===== src/rtl/paddle_motion_if.sv =====
// paddle_motion_if: control/status bundle between the game core and the paddle motion engine.
// master drives buttons, playfield limits, paddle height and velocity cap, and reads packed
// paddle_y/paddle_x/paddle_vel/at_limit. slave is the engine's side.
// With PADDLE_AI_EN defined it also carries ai_enable and ball_y.
interface paddle_motion_if #(
  parameter int N_PADDLES = 2,
  parameter int COORD_W = 10,
  parameter int VEL_W = 4
);
  logic [N_PADDLES-1:0] input_up;
  logic [N_PADDLES-1:0] input_down;
  logic [COORD_W-1:0] y_ceil;
  logic [COORD_W-1:0] y_floor;
  logic [7:0] height_paddle;
  logic [VEL_W-1:0] vel_max;
  logic [N_PADDLES*COORD_W-1:0] paddle_y;
  logic [N_PADDLES*COORD_W-1:0] paddle_x;
  logic [N_PADDLES*VEL_W-1:0] paddle_vel;
  logic [N_PADDLES-1:0] at_limit;
`ifdef PADDLE_AI_EN
  logic [N_PADDLES-1:0] ai_enable;
  logic [COORD_W-1:0] ball_y;
`endif
  modport master(
    output input_up, input_down, y_ceil, y_floor, height_paddle, vel_max,
`ifdef PADDLE_AI_EN
    output ai_enable, ball_y,
`endif
    input paddle_y, paddle_x, paddle_vel, at_limit
  );
  modport slave(
    input input_up, input_down, y_ceil, y_floor, height_paddle, vel_max,
`ifdef PADDLE_AI_EN
    input ai_enable, ball_y,
`endif
    output paddle_y, paddle_x, paddle_vel, at_limit
  );
endinterface


===== src/rtl/paddle_motion_controller.sv =====
// paddle_motion_controller: N-paddle motion engine with per-paddle IDLE/UP/DOWN FSM, speed ramp
// while a button is held, and exact clamping against ceiling/floor.
// Ports: game_clk, reset (sync, active-low), bus (paddle_motion_if.slave).
// Optional macro PADDLE_AI_EN: paddles with ai_enable set track ball_y instead of buttons.
module paddle_motion_controller #(
  parameter int N_PADDLES = 2,
  parameter int COORD_W = 10,
  parameter int VEL_W = 4,
  parameter int Y_INIT = 200,
  parameter int X_LEFT = 20,
  parameter int X_RIGHT = 610,
  parameter int MARGIN = 0,
  parameter int ACCEL_TICKS = 8
) (
  input logic game_clk,
  input logic reset,
  paddle_motion_if.slave bus
);
  localparam int W = COORD_W + 2;
  localparam int CW = $clog2(ACCEL_TICKS + 1);
  typedef enum logic [1:0] {IDLE, UP, DOWN} state_t;
  logic signed [W-1:0] top, bot;
  logic degen;
  logic [VEL_W-1:0] vel1;
  assign top = $signed({2'b0, bus.y_ceil}) + W'(MARGIN);
  assign bot = $signed({2'b0, bus.y_floor}) - $signed({{(W-8){1'b0}}, bus.height_paddle}) - W'(MARGIN);
  assign degen = bot < top;
  assign vel1 = VEL_W'(bus.vel_max != '0);
  for (genvar i = 0; i < N_PADDLES; i++) begin : g_p
    state_t state, state_n, cmd;
    logic [VEL_W-1:0] vel, vel_n;
    logic [CW-1:0] cnt, cnt_n;
    logic [COORD_W-1:0] y;
    logic lim, lim_n, up, dn, hold, step;
    logic signed [W-1:0] ys, vs, yu, yd, y_w;
    assign ys = $signed({2'b0, y});
`ifdef PADDLE_AI_EN
    logic signed [W-1:0] ctr, ball;
    // Dead band of +-4 px around the paddle center keeps the AI from jittering.
    assign ctr = ys + $signed({{(W-7){1'b0}}, bus.height_paddle[7:1]});
    assign ball = $signed({2'b0, bus.ball_y});
    assign up = bus.ai_enable[i] ? ball < ctr - W'(4) : bus.input_up[i];
    assign dn = bus.ai_enable[i] ? ball > ctr + W'(4) : bus.input_down[i];
`else
    assign up = bus.input_up[i];
    assign dn = bus.input_down[i];
`endif
    always_comb begin
      cmd = up & ~dn ? UP : dn & ~up ? DOWN : IDLE;
      state_n = cmd;
      hold = cmd != IDLE && cmd == state;
      step = cnt == CW'(ACCEL_TICKS - 1);
      cnt_n = hold && !step ? cnt + 1'b1 : '0;
      vel_n = cmd == IDLE ? '0 : !hold ? vel1 :
              step ? (vel >= bus.vel_max ? bus.vel_max : vel + 1'b1) :
              (vel > bus.vel_max ? bus.vel_max : vel);
      // Move with the velocity chosen this same edge, so the first pressed tick moves 1 px.
      vs = $signed({{(W-VEL_W){1'b0}}, vel_n});
      yu = ys - vs;
      yd = ys + vs;
      y_w = degen ? top : cmd == UP ? (yu < top ? top : yu) : cmd == DOWN ? (yd > bot ? bot : yd) : ys;
      lim_n = degen | (cmd == UP && y_w == top) | (cmd == DOWN && y_w == bot);
    end
    always_ff @(posedge game_clk) begin
      if (!reset) begin
        state <= IDLE;
        vel <= '0;
        cnt <= '0;
        y <= COORD_W'(Y_INIT);
        lim <= 1'b0;
      end else begin
        state <= state_n;
        vel <= vel_n;
        cnt <= cnt_n;
        y <= y_w[COORD_W-1:0];
        lim <= lim_n;
      end
    end
    assign bus.paddle_y[i*COORD_W +: COORD_W] = y;
    assign bus.paddle_x[i*COORD_W +: COORD_W] = COORD_W'(i % 2 ? X_RIGHT : X_LEFT);
    assign bus.paddle_vel[i*VEL_W +: VEL_W] = vel;
    assign bus.at_limit[i] = lim;
  end
endmodule

===== src/flat_wrapper.sv =====
// flat-port wrapper written by rule: the top's interface ports become plain ports
module paddle_motion_controller_flat 
#(
  parameter int N_PADDLES = 2,
  parameter int COORD_W = 10,
  parameter int VEL_W = 4,
  parameter int Y_INIT = 200,
  parameter int X_LEFT = 20,
  parameter int X_RIGHT = 610,
  parameter int MARGIN = 0,
  parameter int ACCEL_TICKS = 8
)
  (game_clk, reset, bus_input_up, bus_input_down, bus_y_ceil, bus_y_floor, bus_height_paddle, bus_vel_max, bus_paddle_y, bus_paddle_x, bus_paddle_vel, bus_at_limit);
  paddle_motion_if #(.N_PADDLES(N_PADDLES), .COORD_W(COORD_W), .VEL_W(VEL_W)) bus_i ();
  input logic game_clk;
  input logic reset;
  input wire logic [$bits(bus_i.input_up)-1:0] bus_input_up;
  input wire logic [$bits(bus_i.input_down)-1:0] bus_input_down;
  input wire logic [$bits(bus_i.y_ceil)-1:0] bus_y_ceil;
  input wire logic [$bits(bus_i.y_floor)-1:0] bus_y_floor;
  input wire logic [$bits(bus_i.height_paddle)-1:0] bus_height_paddle;
  input wire logic [$bits(bus_i.vel_max)-1:0] bus_vel_max;
  output wire logic [$bits(bus_i.paddle_y)-1:0] bus_paddle_y;
  output wire logic [$bits(bus_i.paddle_x)-1:0] bus_paddle_x;
  output wire logic [$bits(bus_i.paddle_vel)-1:0] bus_paddle_vel;
  output wire logic [$bits(bus_i.at_limit)-1:0] bus_at_limit;
  assign bus_i.input_up = bus_input_up;
  assign bus_i.input_down = bus_input_down;
  assign bus_i.y_ceil = bus_y_ceil;
  assign bus_i.y_floor = bus_y_floor;
  assign bus_i.height_paddle = bus_height_paddle;
  assign bus_i.vel_max = bus_vel_max;
  assign bus_paddle_y = bus_i.paddle_y;
  assign bus_paddle_x = bus_i.paddle_x;
  assign bus_paddle_vel = bus_i.paddle_vel;
  assign bus_at_limit = bus_i.at_limit;
  paddle_motion_controller #(.N_PADDLES(N_PADDLES), .COORD_W(COORD_W), .VEL_W(VEL_W), .Y_INIT(Y_INIT), .X_LEFT(X_LEFT), .X_RIGHT(X_RIGHT), .MARGIN(MARGIN), .ACCEL_TICKS(ACCEL_TICKS)) u_core (.game_clk(game_clk), .reset(reset), .bus(bus_i));
endmodule

===== config.mk =====
export PLATFORM = sky130hd
export DESIGN_NAME = paddle_motion_controller_flat
export DESIGN_NICKNAME = d
export VERILOG_FILES = /design/src/rtl/paddle_motion_if.sv /design/src/rtl/paddle_motion_controller.sv /design/src/flat_wrapper.sv
export SDC_FILE = /design/constraint.sdc
export NUM_CORES = 1
export LEC_CHECK = 0
export ABC_AREA = 1
export BUFFER_PORTS_ARGS = -buffer_cell sky130_fd_sc_hd__buf_2
export CAP_MARGIN = 20
export CORE_AREA = 4 4 107 109
export DETAILED_ROUTE_END_ITERATION = 8
export DIE_AREA = 0 0 111 113
export GPL_ROUTABILITY_DRIVEN = 1
export PLACE_DENSITY = 0.86
export SLEW_MARGIN = 40
export SYNTH_ARGS = -nofsm -noshare
export SYNTH_HDL_FRONTEND = slang
export SYNTH_SLANG_ARGS = --single-unit

===== constraint.sdc =====
create_clock -name game_clk -period 14.8 [get_ports game_clk]
set_input_delay 0.74 -clock game_clk [delete_from_list [all_inputs] [get_ports game_clk]]
set_output_delay 0.74 -clock game_clk [all_outputs]
set_load 0.01 [all_outputs]

# Word-level counts from Yosys, hierarchy flattened
# Index checks and enable logic that the tools add are counted.
# W data, S select, Z words.
dict set report word_totals {
  regBits 42
  inputBits 38
  output_inout_bits 50
}
dict set report op_classes {
  n_addsub 9
  n_lt_le_gt_ge 9
  eq_ne 12
  mux 24
  bitwise_logic 12
  reduce_logical 17
}
# cell count
set op_table {}
lappend op_table {{$mux W12} 10}
lappend op_table {{$mux W4} 10}
lappend op_table {{$lt A12 B11 Y1} 3}
lappend op_table {{$eq A12 B11 Y1} 2}
lappend op_table {{$eq A12 B12 Y1} 2}
lappend op_table {{$gt A12 B12 Y1} 2}
lappend op_table {{$add A10 B4 Y11} 2}
lappend op_table {{$sub A10 B4 Y11} 2}
lappend op_table {{$add A4 B1 Y4 const B} 4}
lappend op_table {{$sub A10 B8 Y11} 1}
lappend op_table {{$eq A4 B3 Y1 const B} 2}
lappend op_table {{$ge A4 B4 Y1} 2}
lappend op_table {{$gt A4 B4 Y1} 2}
lappend op_table {{$logic_and A1 B1 Y1} 8}
lappend op_table {{$mux W2} 4}
lappend op_table {{$and A1 B1 Y1} 4}
lappend op_table {{$eq A2 B1 Y1 const B} 2}
lappend op_table {{$eq A2 B2 Y1} 2}
lappend op_table {{$eq A2 B2 Y1 const B} 2}
lappend op_table {{$logic_not A2 Y1} 2}
lappend op_table {{$not A1 Y1} 4}
lappend op_table {{$or A1 B1 Y1} 4}
lappend op_table {{$reduce_and A2 Y1} 2}
lappend op_table {{$reduce_bool A2 Y1} 2}
lappend op_table {{other kinds (2)} 3}

# Longest topological paths before layout
# Gate-level depths: netlist (run 1).
dict set report logic_depth {
  depth_word 18
  mapped_depth 46
  mapped_depth_nobuf 45
}

# Worst setup path before layout (run 1)
# OpenSTA, ideal clock, no wires.
dict set report synth_path {
  path_type {in2reg}
  start {in bus_input_down[0]}
  end {reg u_core.g_p[0].lim}
  arrival_ps 5549
  t_required_ps 14729
  slack_ps 9181
  stages 38
  path_buffers 2
  cell_sequence {inv_1 ha_1 inv_1 buf_2 nor2_1 nor4_1 inv_1 nand2_1 nand3_1 inv_1 ha_1 inv_1 fa_1 a21oi_1 nor2_1 nor2_1 nand3_1 xor2_1 [2 not listed] o221ai_1 a21o_1 a211oi_1 ha_1 clkinv_1 clkbuf_1 nand2_1 o211ai_1 nand2_1 nand2_1 nand2_1 nand2_1 nand2_1 nor2_1 nand2_1 nor2_1 nand3_1 a21oi_1}
}
dict set report synth_between {
  elab_chain_len 17
}
# item line
set synth_rtl {}
lappend synth_rtl {{start: declaration} flat_wrapper.sv:18} ;# input wire logic [$bits(bus_i.input_down)-1:0] bus_input_down;
lappend synth_rtl {{$not A1 Y1 (*)} paddle_motion_controller.sv:49} ;# cmd = up & ~dn ? UP : dn & ~up ? DOWN : IDLE;
lappend synth_rtl {{$and A1 B1 Y1 (*)} paddle_motion_controller.sv:49}
lappend synth_rtl {{$mux W2 (*)} paddle_motion_controller.sv:49}
lappend synth_rtl {{net u_core.g_p[0].cmd[0]} paddle_motion_controller.sv:30} ;# state_t state, state_n, cmd;
lappend synth_rtl {{$eq A2 B2 Y1 or $reduce_bool A2 Y1 (tied branches)} paddle_motion_controller.sv:51} ;# hold = cmd != IDLE && cmd == state;
lappend synth_rtl {{$logic_and A1 B1 Y1} paddle_motion_controller.sv:51}
lappend synth_rtl {{$mux W4} paddle_motion_controller.sv:54} ;# vel_n = cmd == IDLE ? '0 : !hold ? vel1 :
lappend synth_rtl {{$mux W4 (*)} paddle_motion_controller.sv:54}
lappend synth_rtl {{net u_core.g_p[0].vel_n[0]} paddle_motion_controller.sv:31} ;# logic [VEL_W-1:0] vel, vel_n;
lappend synth_rtl {{$add A10 B4 Y11} paddle_motion_controller.sv:60} ;# yd = ys + vs;
lappend synth_rtl {{$gt A12 B12 Y1} paddle_motion_controller.sv:61} ;# y_w = degen ? top : cmd == UP ? (yu < top ? top : yu) : cmd == DOWN ? (yd > bot ? bot : yd) : ys;
lappend synth_rtl {{$mux W12 (2 in a row)} paddle_motion_controller.sv:61}
lappend synth_rtl {{$mux W12 (*) (2 in a row)} paddle_motion_controller.sv:61}
lappend synth_rtl {{$eq A12 B11 Y1} paddle_motion_controller.sv:62} ;# lim_n = degen | (cmd == UP && y_w == top) | (cmd == DOWN && y_w == bot);
lappend synth_rtl {{$logic_and A1 B1 Y1} paddle_motion_controller.sv:62}
lappend synth_rtl {{$or A1 B1 Y1} paddle_motion_controller.sv:62}
lappend synth_rtl {{$or A1 B1 Y1 (*)} paddle_motion_controller.sv:62}
lappend synth_rtl {{end signal: assignment} paddle_motion_controller.sv:76} ;# lim <= lim_n;
lappend synth_rtl {{end: declaration} paddle_motion_controller.sv:34} ;# logic lim, lim_n, up, dn, hold, step;
# Mark *: on every way through the listed nets, which the timed path passes. The rest lies on a longest branch.
# A chain may end at the register's enable or synchronous reset.

# Final worst setup path (run 1)
# Ends and elaborated chain as after synthesis.

==> results of run 1 <==
## cell usage in the layout, fill, tap and decap left out, types with 2 or more instances in the layout
| cell type | Yosys | layout |
|---|---|---|
| conb_1 | 2 | 20 |
| nand3_2 | 5 | 5 |
| a21oi_1 | 42 | 42 |
| a21o_1 | 4 | 4 |
| ha_1 | 91 | 91 |
| nand3_1 | 117 | 117 |
| o221ai_1 | 2 | 2 |
| a21oi_2 | 4 | 4 |
| nor4_1 | 3 | 3 |
| xnor2_1 | 6 | 6 |
| xor2_1 | 30 | 30 |
| buf_2 | 7 | 67 |
| dfxtp_1 | 42 | 42 |
| nand2_2 | 12 | 12 |
| o31ai_1 | 2 | 2 |
| nor3b_1 | 2 | 2 |
| nor2_1 | 103 | 103 |
| nor3_1 | 11 | 11 |
| o211ai_1 | 18 | 18 |
| clkinv_1 | 2 | 3 |
| nand2_4 | 2 | 2 |
| nand2_1 | 354 | 354 |
| inv_2 | 8 | 8 |
| o21ai_0 | 20 | 20 |
| or2_2 | 6 | 6 |
| o21ai_1 | 6 | 6 |
| nand4_1 | 30 | 30 |
| clkbuf_8 | 0 | 5 |
| fa_1 | 5 | 5 |
| a211oi_1 | 5 | 5 |
| inv_1 | 119 | 118 |
| a2111oi_0 | 2 | 2 |
| o21a_1 | 2 | 2 |
## layer usage
metal | wire (µm) | part of all wire (%)
met5 | 0 | 0
met4 | 447 | 2.4
met1 | 7811 | 42
met2 | 8428 | 46
met3 | 1819 | 9.8
## flip-flops by register name (all words and copies together), names as in the netlist
register and count:
u_core.g_p.cnt 8, u_core.g_p.lim 2, u_core.g_p.state 4, u_core.g_p.vel 8, u_core.g_p.y 20
## power breakdown
| group | total [mW] | leakage (nW) | internal [mW] | switching [mW] |
|---|---|---|---|---|
| logic | 0.405 | 3.61 | 0.138 | 0.267 |
| clock network | 0.0987 | 0.0514 | 0.0505 | 0.0482 |
| registers | 0.140 | 0.346 | 0.124 | 0.0161 |
## kinds of logic after synthesis
group	after synthesis	synth area share (%)
buffers and inverters	178	11.97
flip-flops	42	12.49
adder cells (fa/ha/maj)	96	18.40
AND/OR/NAND/NOR	649	41.65
other	2	0.1116
AO/OA/AOI/OAI	112	10.45
XOR/XNOR	37	4.926
## layout make-up
class | instances | area share, %
Clock inverter | 2 | 0.5276
Multi-Input combinational cell | 914 | 72.42
Timing Repair Buffer | 68 | 4.819
Inverter | 130 | 6.929
Clock buffer | 6 | 1.020
Tap cell | 140 | 2.462
Sequential cell | 42 | 11.82
## worst reg2reg max path: cells and delay by family, from the launching register on
family	cells	cell delay (ns)
AO/OA/AOI/OAI	9	1.93
XOR/XNOR	1	0.25
adder cells (fa/ha/maj)	4	1.19
buffers and inverters	3	0.52
flip-flops	1	0.43
AND/OR/NAND/NOR	17	1.84
## how the worst max path moves through the flow
stage / to / from / slack [ns] / cells after the start
floorplan: u_core.g_p[0].lim$_SDFF_PN0_ / bus_input_down[0] / 9.18 / 38
detailed placement: u_core.g_p[0].lim$_SDFF_PN0_ / bus_input_down[0] / 7.82 / 37
global placement: u_core.g_p[0].lim$_SDFF_PN0_ / bus_input_down[0] / 7.94 / 37
global route: u_core.g_p[0].lim$_SDFF_PN0_ / bus_input_down[0] / 7.19 / 37
CTS: u_core.g_p[0].lim$_SDFF_PN0_ / bus_input_down[0] / 8.09 / 37
finish: u_core.g_p[0].lim$_SDFF_PN0_ / bus_input_down[0] / 7.94 / 37
## metrics by stage
step	total power [mW]	utilization [%]	hold WS [ns]	area, µm²	cells
after global routing	0.7037	67.10	0.4876	7114	1302
after detailed placement	0.5369	66.06	0.4447	7004	1294
after global placement	0.5304	66.06	0.4295	7004	1294
final	0.6435	67.10	0.4558	7114	1302
after CTS	0.6354	67.10	0.4583	7114	1302
after floorplan	0.4526	-	0.4179	6799	1134
==> out/results.tsv, run 1 <==
stage	metric	value	unit
finish	drive_above_1_share	10.41	%
finish	syn_to_final_growth	5.688	%
global_routing	grtUsageMet1	36.88	%
clock_tree	cts_num_sinks	42	
critical_path	slowest_delay	0.46	ns
sta	max_freq	145.8	MHz
route	drt_iter0_drc	657	
global_routing	top_usage_layer	met2	
global_routing	grt_first_pass_wirelength	30590	µm
sta	finalWorstSetupSlack	7.940	ns
floorplanning	coreArea	10600	µm²
sta	rsz0062_at_grt	false	
clock_tree	htreeDepth	2	
sta	fin_tns_setup	0	ns
logic_synthesis	async_reset_ff_share	0	%
status	status	finished clean	
logic_synthesis	synth-seq-cells	42	
floorplanning	num_rows	38	
clock_tree	cts_buffer_depth	2	
clock_tree	root_buffer	clkbuf_8	
critical_path	r2r_cells	34	
global_routing	overflow	0	
global_routing	use_met3	5.455	%
floorplanning	initial_core_util	63.49	%
logic_synthesis	synthTopCellsByCount	354 x nand2_1, 119 x inv_1, 117 x nand3_1, 103 x nor2_1, 91 x ha_1	
global_routing	grt_pass1_vias	6663	
route	vias_per_cell	5.671	
clock_tree	cts_setup_buffers	0	
power	vdd_drop_max	49.77	µV
logic_synthesis	syn_avg_cell_area	6.032	µm²
finish	fin_nets	1295	
logic_synthesis	yosysUniqueCellTypes	46	
place	pre_cts_slack	7.818	ns
critical_path	cp_common_cell	nand2_1	
critical_path	worstSetupEndpointType	flop	
place	port_buffers	67	
route	ant_nets	0	
floorplanning	dieArea	12540	µm²
global_routing	grt_max_degree	34	
power	powerDensity	90.45	nW/µm²
min_path	hold_path_class	reg -> reg	
critical_path	critical_path.slowest_cell	ha_1	
floorplanning	fp.dieH	113	µm
clock_tree	holdBufCountCts	0	
critical_path	path_delay_family	simple AND/OR/NAND/NOR gates	
logic_synthesis	yosys_warnings	0	
sta	drv_slew	0	
sta	tightest_slew	0.8544	ns
sta	finalHoldViolCount	0	
logic_synthesis	netlist.area_leader.share	19.74	%
critical_path	path_class	in -> reg	
floorplanning	die_w	111	µm
sta	skew	0.01573	ns
sta	setup_violations	0	
global_routing	globalRouteMet2Util	48.83	%
floorplanning	io_pins	88	
logic_synthesis	netlist_instances	1116	
global_routing	grt_util_all_layers	28.78	%
logic_synthesis	synth_area_leaders	nand2_1 20%, ha_1 17%, dfxtp_1 12%, nand3_1 8.7%, inv_1 6.6%	
sta	slew-limit-headroom	42.69	%
sta	finalCritPeriodShare	46.35	%
route	drc	0	
logic_synthesis	synth_edf_count	0	
logic_synthesis	syn-cell-area	6731	µm²
min_path	min_to	u_core.g_p[1].cnt[0]$_SDFF_PN0_	
logic_synthesis	synth_ff_type	dfxtp_1	
critical_path	start_kind	primary input	
route	drtPass1Iterations	6	
logic_synthesis	yosysMostFrequentCell	nand2_1	
route	num_vias	7384	
critical_path	cp_num_buf_inv	8	
clock_tree	clk_pin_slew_worst_paths	0.09	ns
min_path	worstHoldStart	u_core.g_p[1].cnt[0]$_SDFF_PN0_	
clock_tree	clock_latency	0.32	ns
logic_synthesis	ys_seq_area_share	12.49	%
sta	fin_crit	6.860	ns
critical_path	cp_max_fo	18	
min_path	min_delay_path_depth	1	
clock_tree	cts_tree	yes	
critical_path	rr_endpoint	u_core.g_p[0].lim$_SDFF_PN0_	
global_routing	antenna_found_initial	0	
place	gp_congestion	0.9352	
clock_tree	cts_buffers	5	
critical_path	timing.rr.start	u_core.g_p[0].vel[1]$_SDFF_PN0_	
power	leakage	4.008	nW
finish	register_area	840.8	µm²
critical_path	cp.required	15.02	ns
flow_run	cap_violations	0	
route	wl	18510	µm
finish	n_antenna_cell	0	
finish	nFillCells	1025	
logic_synthesis	yosysTopAreaCell	nand2_1	
clock_tree	post_cts_resize_count	0	
place	hpwl	15090	µm
critical_path	cp.arrival	7.08	ns
route	wire_per_inst	14.21	µm
finish	multi_input_area	5152	µm²
critical_path	worst-r2r-setup-slack	8.57	ns
Note: power is estimated with default switching activity, not from simulation.
==> run 2: changes to the inputs <==
--- a/config.mk
+++ b/config.mk
@@ -8,11 +8,11 @@
 export ABC_AREA = 1
 export BUFFER_PORTS_ARGS = -buffer_cell sky130_fd_sc_hd__buf_2
 export CAP_MARGIN = 20
-export CORE_AREA = 4 4 107 109
+export CORE_AREA = 4 4 111 113
 export DETAILED_ROUTE_END_ITERATION = 8
-export DIE_AREA = 0 0 111 113
+export DIE_AREA = 0 0 115 117
 export GPL_ROUTABILITY_DRIVEN = 1
-export PLACE_DENSITY = 0.86
+export PLACE_DENSITY = 0.81
 export SLEW_MARGIN = 40
 export SYNTH_ARGS = -nofsm -noshare
 export SYNTH_HDL_FRONTEND = slang
==> constraint.sdc (replaced) <==
create_clock -name game_clk -period 6.85 [get_ports game_clk]
set_input_delay 0.3425 -clock game_clk [delete_from_list [all_inputs] [get_ports game_clk]]
set_output_delay 0.3425 -clock game_clk [all_outputs]
set_load 0.01 [all_outputs]
==> run 2 against run 1 <==
Compared with the run above: clock skew about the same; die area up 7.3%; highest routed layer unchanged; sequential power up 120%.
==> out/results.tsv, run 2 (synthesized netlist as in run 1, its figures left out) <==
stage	metric	value	unit	change
finish	nFillCells	1125		+9.8%
place	port_buffers	67		unchanged
finish	final_cell_area	7197	µm²	+1.2%
sta	tightest_slew	0.8390	ns	-0.01536 ns
route	ant_nets	0		unchanged
clock_tree	cts_num_sinks	42		unchanged
finish	most-common-layout-cells	354 x nand2_1, 118 x inv_1, 117 x nand3_1		
floorplanning	die_w	115	µm	+3.6%
floorplanning	coreArea	11320	µm²	+6.8%
global_routing	overflow	0		unchanged
floorplanning	initial_core_util	59.46	%	-4.0 points
clock_tree	cts_tree	yes		
power	leakage	4.048	nW	+1.0%
finish	drive_above_1_share	10.65	%	+0.24 points
critical_path	start_kind	flop		
route	vias_per_cell	5.615		-0.99%
power	power_frac_comb	59.9	%	-3.0 points
critical_path	worstSetupEndpointType	flop		
power	powerDensity	206.0	nW/µm²	+130%
clock_tree	holdBufCountCts	0		unchanged
power	vdd_drop_max	124.2	µV	+150%
clock_tree	htreeDepth	2		unchanged
route	num_vias	7339		-0.61%
clock_tree	root_buffer	clkbuf_16		
power	p_switching	0.7402	mW	+120%
critical_path	timing.rr.start	u_core.g_p[1].vel[1]$_SDFF_PN0_		
route	drtPass1Iterations	6		unchanged
clock_tree	post_cts_resize_count	0		unchanged
critical_path	path_class	reg -> reg		
sta	setup_violations	0		unchanged
min_path	worstHoldStart	reset		
power	p_total	1.483	mW	+130%
sta	finalCritPeriodShare	87.96	%	
power	cellInternalPower	0.7423	mW	+140%
route	wl	19400	µm	+4.8%
min_path	min_delay_path_depth	2		+1
route	wire_per_inst	14.84	µm	+4.4%
finish	syn_to_final_growth	6.914	%	
sta	skew	0.01584	ns	+0.0001119 ns
min_path	hold_path_class	in -> reg		
sta	rsz0062_at_grt	false		
sta	slew-limit-headroom	43.66	%	+0.97 points
place	hpwl	15470	µm	+2.5%
floorplanning	num_rows	39		+2.6%
flow_run	cap_violations	0		unchanged
global_routing	grt_max_degree	35		+2.9%
place	gp_congestion	0.9788		+4.7%
clock_tree	cts_buffers	5		unchanged
global_routing	grt_util_all_layers	28.67	%	-0.11 points
status	status	finished clean		
critical_path	slowest_delay	0.44	ns	-0.02 ns
clock_tree	clock_latency	0.30	ns	-0.02 ns
critical_path	path_delay_family	simple AND/OR/NAND/NOR gates		
sta	drv_slew	0		unchanged
power	sw_frac_of_total	49.93	%	-1.5 points
sta	fin_hold_ws	0.3983	ns	-0.05750 ns
finish	final_common_cell	nand2_1		
finish	fin_nets	1297		+0.15%
critical_path	r2r_cells	34		unchanged
finish	reg.largest.list	u_core.g_p.y (20), u_core.g_p.cnt (8), u_core.g_p.vel (8)		
critical_path	critical_path.slowest_cell	fa_1		
finish	n_antenna_cell	0		unchanged
critical_path	cp_max_fo	14		-4
critical_path	cp_common_cell	nand2_1		
global_routing	grt_pass1_vias	6663		unchanged
critical_path	cp_num_buf_inv	3		-5
power	seq_power_share	20.5	%	-1.2 points
finish	largest-register	u_core.g_p.y		
floorplanning	io_pins	88		unchanged
clock_tree	cts_setup_buffers	0		unchanged
sta	fin_tns_setup	0	ns	unchanged
global_routing	antenna_found_initial	0		unchanged
finish	final_util	63.57	%	-3.5 points
sta	fin_crit	6.025	ns	
clock_tree	cts_buffer_depth	2		unchanged
place	post_dp_cell_area	7023	µm²	+0.27%
floorplanning	dieArea	13460	µm²	+7.3%
sta	finalHoldViolCount	0		unchanged
global_routing	grt_first_pass_wirelength	31390	µm	+2.6%
clock_tree	clk_pin_slew_worst_paths	0.08	ns	about the same
sta	max_freq	166.0	MHz	
power	p_clk_share	19.6	%	+4.3 points
route	drt_iter0_drc	741		+13%
floorplanning	fp.dieH	117	µm	+3.5%
finish	largest_register_ffs	20		unchanged
critical_path	cp.required	7.06	ns	-7.96 ns
critical_path	rr_endpoint	u_core.g_p[1].lim$_SDFF_PN0_		
min_path	min_to	u_core.g_p[1].y[6]$_SDFF_PN1_		
critical_path	worst-r2r-setup-slack	0.82	ns	-7.75 ns
route	drc	0		unchanged
critical_path	cp.arrival	6.24	ns	-0.84 ns
run 2: cell type report:
cell class / instances / area (µm²) / area share [%]
Sequential cell: 42 / 840.8 / 11.68
Tap cell: 143 / 178.9 / 2.486
Timing Repair Buffer: 70 / 357.8 / 4.972
Inverter: 130 / 493.0 / 6.850
Multi-Input combinational cell: 914 / 5160 / 71.70
Clock inverter: 2 / 37.54 / 0.5216
Clock buffer: 6 / 128.9 / 1.791
run 2: worst max-delay path by stage:
stage	startpoint	endpoint	slack, ns	cells after the start
final	u_core.g_p[1].vel[1]$_SDFF_PN0_	u_core.g_p[1].lim$_SDFF_PN0_	0.82	34
after CTS	bus_input_down[0]	u_core.g_p[0].lim$_SDFF_PN0_	0.95	35
after global placement	bus_input_down[0]	u_core.g_p[0].lim$_SDFF_PN0_	0.76	35
after floorplan	bus_input_down[0]	u_core.g_p[0].lim$_SDFF_PN0_	1.63	38
after detailed placement	bus_input_down[0]	u_core.g_p[0].lim$_SDFF_PN0_	0.70	35
after global routing	bus_input_down[0]	u_core.g_p[0].lim$_SDFF_PN0_	0.04	35
run 2: power groups by stage:
stage	clock, mW	combinational, mW	sequential, mW
after global routing	0.300	1.00	0.308
after floorplan	0	0.673	0.305
after detailed placement	0	0.859	0.309
after global placement	0	0.843	0.309
after CTS	0.292	0.868	0.304
final	0.290	0.888	0.304
run 2: per-stage QoR:
step / setup WS [ns] / std cells
after floorplan: 1.628 / 1134
after CTS: 0.9545 / 1307
after global routing: 0.03797 / 1307
final: 0.8246 / 1307
after global placement: 0.7560 / 1299
after detailed placement: 0.6971 / 1299
run 2: routing by layer:
layer / part of all wire (%) / GRT usage [%]
met5: 0 / 0
met1: 42 / 37.16
met3: 9.3 / 4.062
met2: 46 / 49.42
met4: 2.3 / 8.842
==> run 3: changes to the inputs <==
--- a/config.mk
+++ b/config.mk
@@ -8,9 +8,11 @@
 export ABC_AREA = 1
 export BUFFER_PORTS_ARGS = -buffer_cell sky130_fd_sc_hd__buf_2
 export CAP_MARGIN = 20
-export CORE_AREA = 4 4 111 113
+export CELL_PAD_IN_SITES_DETAIL_PLACEMENT = 1
+export CELL_PAD_IN_SITES_GLOBAL_PLACEMENT = 1
+export CORE_AREA = 4 4 132 134
 export DETAILED_ROUTE_END_ITERATION = 8
-export DIE_AREA = 0 0 115 117
+export DIE_AREA = 0 0 136 138
 export GPL_ROUTABILITY_DRIVEN = 1
 export PLACE_DENSITY = 0.81
 export SLEW_MARGIN = 40
==> run 3 against run 2 <==
Compared with the run above: die area up 39%; clock power down 2%; largest cell class unchanged; critical path type unchanged; critical endpoint is now u_core.g_p[0].lim$_SDFF_PN0_; non-clock buffer count up 7; first-iteration DRC count down 51%; hold slack worse by 0.021 ns; largest power group unchanged; sequential power about the same; fmax down 3.7%; wire length up 18%.
==> out/results.tsv, run 3 (synthesized netlist as in run 1, its figures left out) <==
stage	metric	value	unit	change
critical_path	worstSetupEndpointType	flop		
clock_tree	cts_num_sinks	42		unchanged
critical_path	critPathLaunch	u_core.g_p[0].vel[1]$_SDFF_PN0_		
finish	final_common_cell	nand2_1		
finish	n_antenna_cell	0		unchanged
global_routing	grt_max_degree	34		-2.9%
sta	finalWorstSetupSlack	0.5905	ns	-0.2341 ns
finish	nFillCells	2338		+110%
critical_path	endpoint	u_core.g_p[0].lim$_SDFF_PN0_		
global_routing	overflow	0		unchanged
sta	rsz0062_at_grt	false		
floorplanning	initial_core_util	41.32	%	-18 points
sta	setup_violations	0		unchanged
global_routing	grt_first_pass_wirelength	37180	µm	+18%
global_routing	grt_util_all_layers	24.15	%	-4.5 points
place	gp_congestion	0.8663		-11%
place	pre_cts_slack	0.2032	ns	-0.4939 ns
place	hpwl	19230	µm	+24%
global_routing	grt_pass1_vias	7532		+13%
floorplanning	dieArea	18770	µm²	+39%
route	routed.top_layer	met4		
critical_path	cp.arrival	6.48	ns	+0.24 ns
clock_tree	cts_tree	yes		
critical_path	slowest_delay	0.44	ns	about the same
critical_path	start_kind	flop		
sta	max_freq	159.8	MHz	-3.7%
sta	finalCritPeriodShare	91.38	%	+3.4 points
route	vias_per_cell	5.306		-5.5%
critical_path	cp_max_fo	14		unchanged
clock_tree	root_buffer	clkbuf_16		
clock_tree	clk_pin_slew_worst_paths	0.06	ns	-0.02 ns
floorplanning	fp.dieH	138	µm	+18%
route	wl	22840	µm	+18%
critical_path	path_class	reg -> reg		
route	wl_met3	758	µm	-58%
route	drtPass1Iterations	5		-1
sta	tightest_slew	0.8399	ns	+0.0008201 ns
min_path	min_delay_path_depth	2		unchanged
critical_path	r2r_cells	36		+5.9%
finish	most-common-layout-cells	354 x nand2_1, 118 x inv_1, 117 x nand3_1		
sta	skew	0.009889	ns	-0.005949 ns
finish	largest_register_ffs	20		unchanged
floorplanning	io_pins	88		unchanged
power	leakage	4.080	nW	+0.77%
finish	fin_nets	1304		+0.54%
power	vdd_drop_max	101.6	µV	-18%
clock_tree	htreeDepth	2		unchanged
clock_tree	clock_latency	0.31	ns	about the same
sta	finalHoldViolCount	0		unchanged
route	num_vias	7381		+0.57%
route	drc	0		unchanged
critical_path	rr_endpoint	u_core.g_p[0].lim$_SDFF_PN0_		
power	powerDensity	206.7	nW/µm²	+0.36%
flow_run	cap_violations	0		unchanged
critical_path	critical_path.slowest_cell	fa_1		
place	port_buffers	67		unchanged
finish	reg.largest.list	u_core.g_p.y (20), u_core.g_p.cnt (8), u_core.g_p.vel (8)		
route	wire_per_inst	16.42	µm	+11%
route	dr_wl_met2	11340	µm	+26%
route	ant_nets	0		unchanged
finish	final_cell_area	7350	µm²	+2.1%
global_routing	antenna_found_initial	0		unchanged
sta	slew-limit-headroom	43.49	%	-0.17 points
place	post_dp_cell_area	7142	µm²	+1.7%
sta	drv_slew	0		unchanged
floorplanning	num_rows	47		+21%
sta	fin_crit	6.260	ns	+0.2341 ns
finish	syn_to_final_growth	9.182	%	
floorplanning	coreArea	16290	µm²	+44%
floorplanning	die_w	136	µm	+18%
status	status	finished clean		
clock_tree	cts_buffers	5		unchanged
clock_tree	cts_buffer_depth	2		unchanged
critical_path	worst-r2r-setup-slack	0.59	ns	-0.23 ns
critical_path	cp_common_cell	nand2_1		
min_path	hold_path_class	in -> reg		
critical_path	cp.required	7.07	ns	about the same
critical_path	timing.rr.start	u_core.g_p[0].vel[1]$_SDFF_PN0_		
finish	largest-register	u_core.g_p.y		
route	met1Wirelength	10370	µm	+27%
finish	drive_above_1_share	11.27	%	+0.62 points
sta	fin_tns_setup	0	ns	unchanged
route	drt_iter0_drc	364		-51%
==> run 3: metrics by stage <==
| step | instances | util, % | power (mW) | hold WS, ns |
|---|---|---|---|---|
| global route | 1391 | 45.12 | 1.660 | 0.3975 |
| detailed placement | 1379 | 43.84 | 1.216 | 0.4485 |
| floorplan | 1134 | - | 0.9778 | 0.4179 |
| CTS | 1387 | 44.87 | 1.509 | 0.3744 |
| finish | 1391 | 45.12 | 1.519 | 0.3777 |
| global placement | 1379 | 43.84 | 1.185 | 0.4322 |
==> run 3: final cells by class <==
cell class,count,area [µm²],share of cell area (%)
clock buffer,6,128.9,1.753
clock inverter,2,37.54,0.5107
inverter,130,496.7,6.759
multi-input combinational,914,5152,70.11
sequential,42,840.8,11.44
tap,220,275.3,3.745
timing repair buffer,77,417.9,5.686
==> run 3: worst min-delay path by stage <==
stage | start | end | slack, ns
floorplan | u_core.g_p[0].cnt[0]$_SDFF_PN0_ | u_core.g_p[0].cnt[0]$_SDFF_PN0_ | 0.42
global placement | u_core.g_p[1].cnt[0]$_SDFF_PN0_ | u_core.g_p[1].cnt[0]$_SDFF_PN0_ | 0.43
detailed placement | u_core.g_p[0].cnt[0]$_SDFF_PN0_ | u_core.g_p[0].cnt[0]$_SDFF_PN0_ | 0.45
CTS | reset | u_core.g_p[0].y[3]$_SDFF_PN1_ | 0.37
global route | reset | u_core.g_p[0].y[3]$_SDFF_PN1_ | 0.40
finish | reset | u_core.g_p[0].y[3]$_SDFF_PN1_ | 0.38
==> run 3: power by group <==
part	switching [mW]	internal [mW]
Clock	0.112	0.173
Sequential	0.0358	0.268
Combinational	0.615	0.316
==> run 3: what timing repair did <==
action,in CTS,in global routing
hold buffers,0,0
gates resized for setup,0,1
setup endpoints to repair,0,1
buffers inserted,0,3
==> run 3: metal layers <==
metal / up-vias / track usage [%]
li1: 3704 / -
met1: 3522 / 31.71
met2: 128 / 42.56
met3: 27 / 2.362
met4: 0 / 5.358
met5: - / 0
==> run 3: critical path: cells and delay by family (launching register included) <==
family,cells,cell delay [ns]
AND/OR/NAND/NOR,19,2.22
adder cells (fa/ha/maj),4,1.43
AO/OA/AOI/OAI,8,1.17
buffers and inverters,4,0.74
flip-flops,1,0.42
XOR/XNOR,1,0.19
